<file path="config.mk">
export PLATFORM = sky130hd
export DESIGN_NAME = uart_receiver_fsm
export DESIGN_NICKNAME = d
export VERILOG_FILES = /design/src/rtl/uart_receiver_fsm.sv
export SDC_FILE = /design/constraint.sdc
export NUM_CORES = 1
export LEC_CHECK = 0
export CAP_MARGIN = 30
export CORE_UTILIZATION = 43
export CTS_CLUSTER_SIZE = 30
export DETAILED_ROUTE_END_ITERATION = 16
export GPL_ROUTABILITY_DRIVEN = 0
export PLACE_DENSITY = 0.64
export SLEW_MARGIN = 30
export SYNTH_ARGS = -nofsm -noshare
export SYNTH_HDL_FRONTEND = slang
export SYNTH_SLANG_ARGS = --single-unit
</file>
<file path="constraint.sdc">
create_clock -name clk -period 1.7 [get_ports clk]
set_input_delay 0.255 -clock clk [delete_from_list [all_inputs] [get_ports clk]]
set_output_delay 0.255 -clock clk [all_outputs]
set_load 0.05 [all_outputs]
</file>
<file path="src/rtl/uart_receiver_fsm.sv">
// -----------------------------------------------------------------------------
// uart_receiver_fsm
//
// UART receive state machine for 8N1 frames (1 start bit, 8 data bits sent
// LSB first, 1 stop bit, no parity). The bit clock comes from a fixed divider
// of CLKS_PER_BIT system clocks per serial bit. Each bit is sampled at its
// middle.
//
// Parameters:
//   CLKS_PER_BIT : system clocks per serial bit (N). Must be >= 2.
//
// Ports:
//   clk       : system clock. All state changes on the rising edge.
//   rst       : asynchronous reset, active low.
//   rx        : serial line. Idle level is high. Asynchronous to clk.
//   dout      : the last byte that was framed correctly. Holds between frames.
//   valid     : one-cycle strobe. dout changes in the same cycle.
//   frame_err : one-cycle strobe. The stop bit was sampled low.
//   busy      : high while a frame is being received.
// -----------------------------------------------------------------------------
module uart_receiver_fsm #(
    parameter int CLKS_PER_BIT = 16
) (
    input  logic       clk,
    input  logic       rst,
    input  logic       rx,
    output logic [7:0] dout,
    output logic       valid,
    output logic       frame_err,
    output logic       busy
);

    localparam int CNT_W = (CLKS_PER_BIT > 2) ? $clog2(CLKS_PER_BIT) : 1;
    localparam int HALF  = CLKS_PER_BIT / 2;
    localparam logic [CNT_W-1:0] CNT_LAST = CNT_W'(CLKS_PER_BIT - 1);
    localparam logic [CNT_W-1:0] CNT_MID  = CNT_W'(HALF - 1);

    typedef enum logic [1:0] {
        S_IDLE,
        S_START,
        S_DATA,
        S_STOP
    } state_t;

    // Synchronizer chain. rx_d_q holds the previous rx_s_q value so that
    // falling edges can be detected.
    logic sync1_q;
    logic rx_s_q;
    logic rx_d_q;

    state_t           state_q,   state_d;
    logic [CNT_W-1:0] cnt_q,     cnt_d;
    logic [2:0]       bit_idx_q, bit_idx_d;
    logic [7:0]       shift_q,   shift_d;
    logic [7:0]       dout_q,    dout_d;
    logic             valid_q,   valid_d;
    logic             ferr_q,    ferr_d;
    logic             busy_q,    busy_d;

    // Reset forces the synchronizer to all ones. Those are not real samples
    // of the line. If rx is still low when reset is released, the chain
    // would show a false falling edge. fill_q counts the clocks until the
    // chain holds genuine samples. armed_q is then set the first time the
    // line is really seen high. Only after that is a start edge accepted.
    logic [1:0] fill_q,  fill_d;
    logic       armed_q, armed_d;

    logic cnt_last;
    logic cnt_mid;
    logic start_edge;

    always_ff @(posedge clk or negedge rst) begin
        if (!rst) begin
            sync1_q <= 1'b1;
            rx_s_q  <= 1'b1;
            rx_d_q  <= 1'b1;
        end else begin
            sync1_q <= rx;
            rx_s_q  <= sync1_q;
            rx_d_q  <= rx_s_q;
        end
    end

    always_ff @(posedge clk or negedge rst) begin
        if (!rst) begin
            state_q   <= S_IDLE;
            cnt_q     <= '0;
            bit_idx_q <= '0;
            shift_q   <= '0;
            dout_q    <= '0;
            valid_q   <= 1'b0;
            ferr_q    <= 1'b0;
            busy_q    <= 1'b0;
            fill_q    <= '0;
            armed_q   <= 1'b0;
        end else begin
            state_q   <= state_d;
            cnt_q     <= cnt_d;
            bit_idx_q <= bit_idx_d;
            shift_q   <= shift_d;
            dout_q    <= dout_d;
            valid_q   <= valid_d;
            ferr_q    <= ferr_d;
            busy_q    <= busy_d;
            fill_q    <= fill_d;
            armed_q   <= armed_d;
        end
    end

    assign cnt_last   = (cnt_q == CNT_LAST);
    assign cnt_mid    = (cnt_q == CNT_MID);
    assign start_edge = armed_q && rx_d_q && !rx_s_q;

    always_comb begin
        state_d   = state_q;
        cnt_d     = cnt_q;
        bit_idx_d = bit_idx_q;
        shift_d   = shift_q;
        dout_d    = dout_q;
        valid_d   = 1'b0;
        ferr_d    = 1'b0;
        fill_d    = (fill_q == 2'd2) ? fill_q : fill_q + 2'd1;
        armed_d   = armed_q || ((fill_q == 2'd2) && rx_s_q);

        case (state_q)
            S_IDLE: begin
                if (start_edge) begin
                    state_d = S_START;
                    cnt_d   = '0;
                end
            end

            S_START: begin
                if (cnt_mid) begin
                    if (!rx_s_q) begin
                        state_d   = S_DATA;
                        cnt_d     = '0;
                        bit_idx_d = '0;
                    end else begin
                        // The line is back high at mid start bit, so the
                        // edge was a glitch. Drop it without a pulse.
                        state_d = S_IDLE;
                        cnt_d   = '0;
                    end
                end else begin
                    cnt_d = cnt_q + 1'b1;
                end
            end

            S_DATA: begin
                if (cnt_last) begin
                    shift_d   = {rx_s_q, shift_q[7:1]};
                    bit_idx_d = bit_idx_q + 3'd1;
                    cnt_d     = '0;
                    if (bit_idx_q == 3'd7) begin
                        state_d = S_STOP;
                    end
                end else begin
                    cnt_d = cnt_q + 1'b1;
                end
            end

            S_STOP: begin
                if (cnt_last) begin
                    if (rx_s_q) begin
                        dout_d  = shift_q;
                        valid_d = 1'b1;
                    end else begin
                        ferr_d = 1'b1;
                    end
                    // IDLE starts here, half a bit before the end of the
                    // stop bit. A start edge that follows right away is
                    // still caught.
                    state_d = S_IDLE;
                    cnt_d   = '0;
                end else begin
                    cnt_d = cnt_q + 1'b1;
                end
            end

            default: begin
                state_d = S_IDLE;
                cnt_d   = '0;
            end
        endcase

        // busy stays high through the result-strobe cycle. It is not
        // extended when a glitch is rejected.
        busy_d = (state_d != S_IDLE) || valid_d || ferr_d;
    end

    assign dout      = dout_q;
    assign valid     = valid_q;
    assign frame_err = ferr_q;
    assign busy      = busy_q;

endmodule

</file>
* Yosys cells after proc, flatten, opt, wreduce, memory -nomap -nowiden
Cells that the tools add are included.
Word-level totals: register bits after elaboration 34, latch bits 0, RAM bits 0, bits in read-only memories 0, input bits 3, output and inout port bits 11, word-level logic and storage cells 62, memories kept 0
Cells by class: $add $sub $neg 3, $mul 0, divide/modulo/power cells 0, magnitude comparators 0, eq/ne operators 11, shift operators 0, mux-type cells 21, bitwise logic cells 0, reduce and logical (&&, ||, !) cells 14
Operators with widths (number):
- 2-bit two-way mux | 6
- 4-bit two-way mux | 3
- 4-bit case mux with 3 select lines | 1
- 3-bit two-way mux | 3
- 2-bit != test (second input constant) | 4
- 2-bit case mux with 4 select lines | 1
- 2-bit equality test (second input constant) | 3
- 1-bit two-way mux | 6
- 3-bit case mux with 2 select lines | 1
- 4-bit by 1-bit adder with 4-bit output (second input constant) | 1
- 4-bit by 3-bit equality test with 1-bit output (second input constant) | 1
- 4-bit equality test (second input constant) | 1
- 4-bit AND reduction | 1
- 2-bit nonzero test | 2
- 3-bit by 1-bit adder with 3-bit output (second input constant) | 1
- 3-bit equality test (second input constant) | 1
- 1-bit logical AND | 3
- 1-bit logical OR | 3
- 3-bit AND reduction | 1
- 2-bit by 1-bit adder with 2-bit output (second input constant) | 1
- 2-bit by 1-bit equality test with 1-bit output (second input constant) | 1
- 2-bit logical NOT | 1
- 2-bit AND reduction | 1
- 2-bit OR reduction | 1
- 1-bit logical NOT | 1

* Logic depth before layout (Yosys ltp)
word-level depth 7, depth in mapped cells 5, mapped depth without buffers 5

* Worst setup path after synthesis
Ideal clock, no wire load.
path kind flip-flop to flip-flop, from reg cnt_q[0], to reg shift_q[1], library setup time 0.125 ns, arrival 1.405 ns, required time 1.575 ns, path slack 0.170 ns, stages on the path, launching flop included 6, path buffers 1, period minus slack after synthesis 1.530 ns, path through dfrtp_1 > ha_1 > nand4_4 > nor2_4 > buf_12 > mux2_4
Between the ends: longest elaborated chain between the ends 2
Ends and longest elaborated chain:
- start: declaration | RTL line 52 | logic [CNT_W-1:0] cnt_q, cnt_d;
- start signal: assignment | RTL line 98 | cnt_q <= cnt_d;
- 4-bit equality test | RTL line 110 | assign cnt_last = (cnt_q == CNT_LAST);
- 2-bit AND reduction (no source line)
- end signal: assignment | RTL line 100 | shift_q <= shift_d;
- end: declaration | RTL line 54 | logic [7:0] shift_q, shift_d;
No other way between the ends. A chain may end at the register's enable or synchronous reset.

* Worst setup path after layout
from reg cnt_q[0], to reg shift_q[5]
The elaborated chain is that of the path after synthesis.

==> impl_metrics.tcl <==
set metrics [dict create \
    hold_buffers 0 \
    endpoint_kind "flip-flop" \
    avgSynthCellArea_um2 14.5 \
    critical_path.endpoint "shift_q[5]" \
    grt_pass1_wl_um 3960 \
    status "completed" \
    r2r-start "cnt_q[0]" \
    p_leak_uw 0.000874 \
    fin_skew_ns 0.00466 \
    crit_arrival_ns 1.81 \
    netlist_top_cells_count "dfrtp_1 (31), mux2_4 (15), buf_2 (5), ha_1 (4), inv_1 (4)" \
    cts_buffers 5 \
    num_vias 901 \
    slowest_stage "dfrtp_1" \
    die_w_um 61.7 \
    ys_seq_area_share_pct 55.8 \
    fillers 315 \
    relSlewSlack_pct 71.8 \
    report.final.slew_viol_count 0 \
    drt_iter0_markers 18 \
    yosysMostFrequentCell "dfrtp_1" \
    maxCapViolCount 0 \
    setup-tns-final_ns 0 \
    combPwrFrac_pct 26.1 \
    rsz0062_at_grt "false" \
    critPathMaxStageDelay_ns 0.41 \
    powerDensity_nw_per_um2 1050 \
    grt_max_degree 35 \
    setup_violations 0 \
    reg2reg_depth 5 \
    cp_max_fo 5 \
    start_util_pct 45.6 \
    post-route-util_pct 53.3 \
    final-seq-area_um2 855 \
    tightest_slew_ns 0.423 \
    synth_top_area_cell "dfrtp_1" \
    dpl_worst_slack_ns 0.0989 \
    postRouteAntennaNets 0 \
    cts_resized 0 \
    ys_warn_count 0 \
    clockPowerShare_pct 22.0 \
    dr.pass1.iters 2 \
    cts_buffer_depth 2 \
    cts_tree "done" \
    sw_frac_of_total_pct 33.4 \
    synthTopCellsByArea "dfrtp_1 (51%), mux2_4 (15%), dfstp_2 (5.1%)" \
    hp-class "in2async" \
    ir_worst_vdd_v 0.000567 \
    crit_chain "ha_1 -> nand4_4 -> nor2_4 -> buf_12 -> mux2_4" \
    antenna_cells 0 \
    io_buffers 13 \
    htreeDepth 2 \
    syn_area_um2 1530 \
    p_int_uw 1260 \
    io_pins 14 \
    totalWireLength_um 2580 \
    fin_crit_ns 1.59 \
    synthFlopType "dfrtp_1" \
    clock.fmax_mhz 628 \
    synthArstFlopShare_pct 100 \
    startpoint "cnt_q[0]" \
    drc 0 \
    die-area_um2 3810 \
    root_buffer "clkbuf_4" \
    area_growth_pct 17.1 \
    cts_sinks 34 \
    path_clk_slew_ns 0.10 \
    synth.distinct_cells 35 \
    synth_nets 113 \
    multi_input_area_um2 618 \
    seqPwrFrac_pct 51.9 \
    clkLatencyLatePin_ns 0.32 \
    rows 21 \
    ys_seq_elements 34 \
    grt_pass1_vias 880 \
    cp_data_required_time_ns 1.91 \
    routedWlPerCell_um 14.5 \
    syn_inst 106 \
    drive_above_1_share_pct 40.9 \
    synth_edf_count 0 \
    period_share_pct 93.7 \
    hold_violations 0 \
    core-area_um2 3360 \
    antenna_found_initial 0 \
    post-cts-setup-buffers 0 \
    p_switching_uw 631 \
    grt_usage_pct 15.2 \
    nets 138 \
    r2r_slack_ns 0.11 \
    setup_slack_ns 0.108 \
    dp_hpwl_um 1640 \
    gr-total-overflow 0 \
    r2r-end "shift_q[5]" \
    cp-start-kind "flip-flop" \
    synth_top_area_share_pct 50.6 \
    drt-vias-per-instance 5.06 \
    chipHeight_um 61.7 \
    path_class "reg2reg" \
]
[through the flow]
step                hold slack (ns)  total power (µW)  std cells  cell area, µm²
floorplan                   -0.0406              1340        106            1530
CTS                           0.334              1920        174            1750
global placement              0.350              1460        166            1700
finish                        0.328              1890        178            1790
global route                  0.317              2010        178            1790
detailed placement            0.349              1490        166            1700
[power by group through the flow]
stage | logic [µW] | registers, µW | clock network, µW
after floorplan | 369 | 970 | 0
after CTS | 500 | 979 | 439
after global routing | 549 | 993 | 473
after detailed placement | 499 | 992 | 0
final | 494 | 981 | 416
after global placement | 472 | 988 | 0
[area by class of cell]
cell class	count	share of cell area, %
Inverter	4	0.837
Clock buffer	6	2.30
Tap cell	46	3.21
Sequential cell	34	47.6
Clock inverter	2	0.558
Multi-Input combinational cell	62	34.4
Timing Repair Buffer	24	11.0
[cells in the final DEF, fill, tap and decap left out, types with 3 or more instances in the layout]
cell type / instances
dfrtp_1: 31
ha_1: 4
mux2_4: 15
xnor2_1: 3
inv_1: 4
nand3_1: 3
nand2_1: 3
buf_4: 21
clkbuf_4: 5
dfstp_2: 3
[layer usage]
metal / up-vias / part of all wire (%) / routed length [µm] / global-route usage (%)
met5: - / 0 / 0 / 0
met4: 0 / 1.4 / 36 / 6.98
met3: 5 / 2.8 / 72 / 6.21
met2: 13 / 47 / 1220 / 22.0
met1: 459 / 48 / 1250 / 19.9
li1: 424 / - / - / -
[critical path: cells and delay by family (launching register included)]
family / cells / cell delay [ns]
fa+ha+maj: 1 / 0.23
buf+inv: 1 / 0.15
flops: 1 / 0.41
mux: 1 / 0.29
simple gates: 2 / 0.40
[kinds of logic (layout without fill, tap and decap cells)]
group | after synthesis | in the layout | synth area share [%]
flops | 34 | 34 | 55.8
simple gates | 19 | 19 | 10.0
compound gates | 18 | 18 | 8.49
mux | 18 | 18 | 16.8
buf+inv | 10 | 36 | 3.92
fa+ha+maj | 4 | 4 | 3.27
xor+xnor | 3 | 3 | 1.71
[state kept, by name, indices dropped and copies added (netlist names)]
signal / count
shift_q: 8
valid: 1
rx_d_q: 1
fill_q: 2
frame_err: 1
bit_idx_q: 3
sync1_q: 1
armed_q: 1
cnt_q: 4
busy: 1
dout: 8
state_q: 2
rx_s_q: 1
[how the worst min path moves through the flow]
stage	start	endpoint	slack [ns]	depth (start not counted)
after CTS	rx	sync1_q	0.33	1
final	rst	bit_idx_q[0]	0.33	2
after detailed placement	sync1_q	rx_s_q	0.35	0
after floorplan	rst	armed_q	-0.04	0
after global placement	sync1_q	rx_s_q	0.35	0
after global routing	rx	sync1_q	0.32	1
Power figures use the tool's default switching activity.
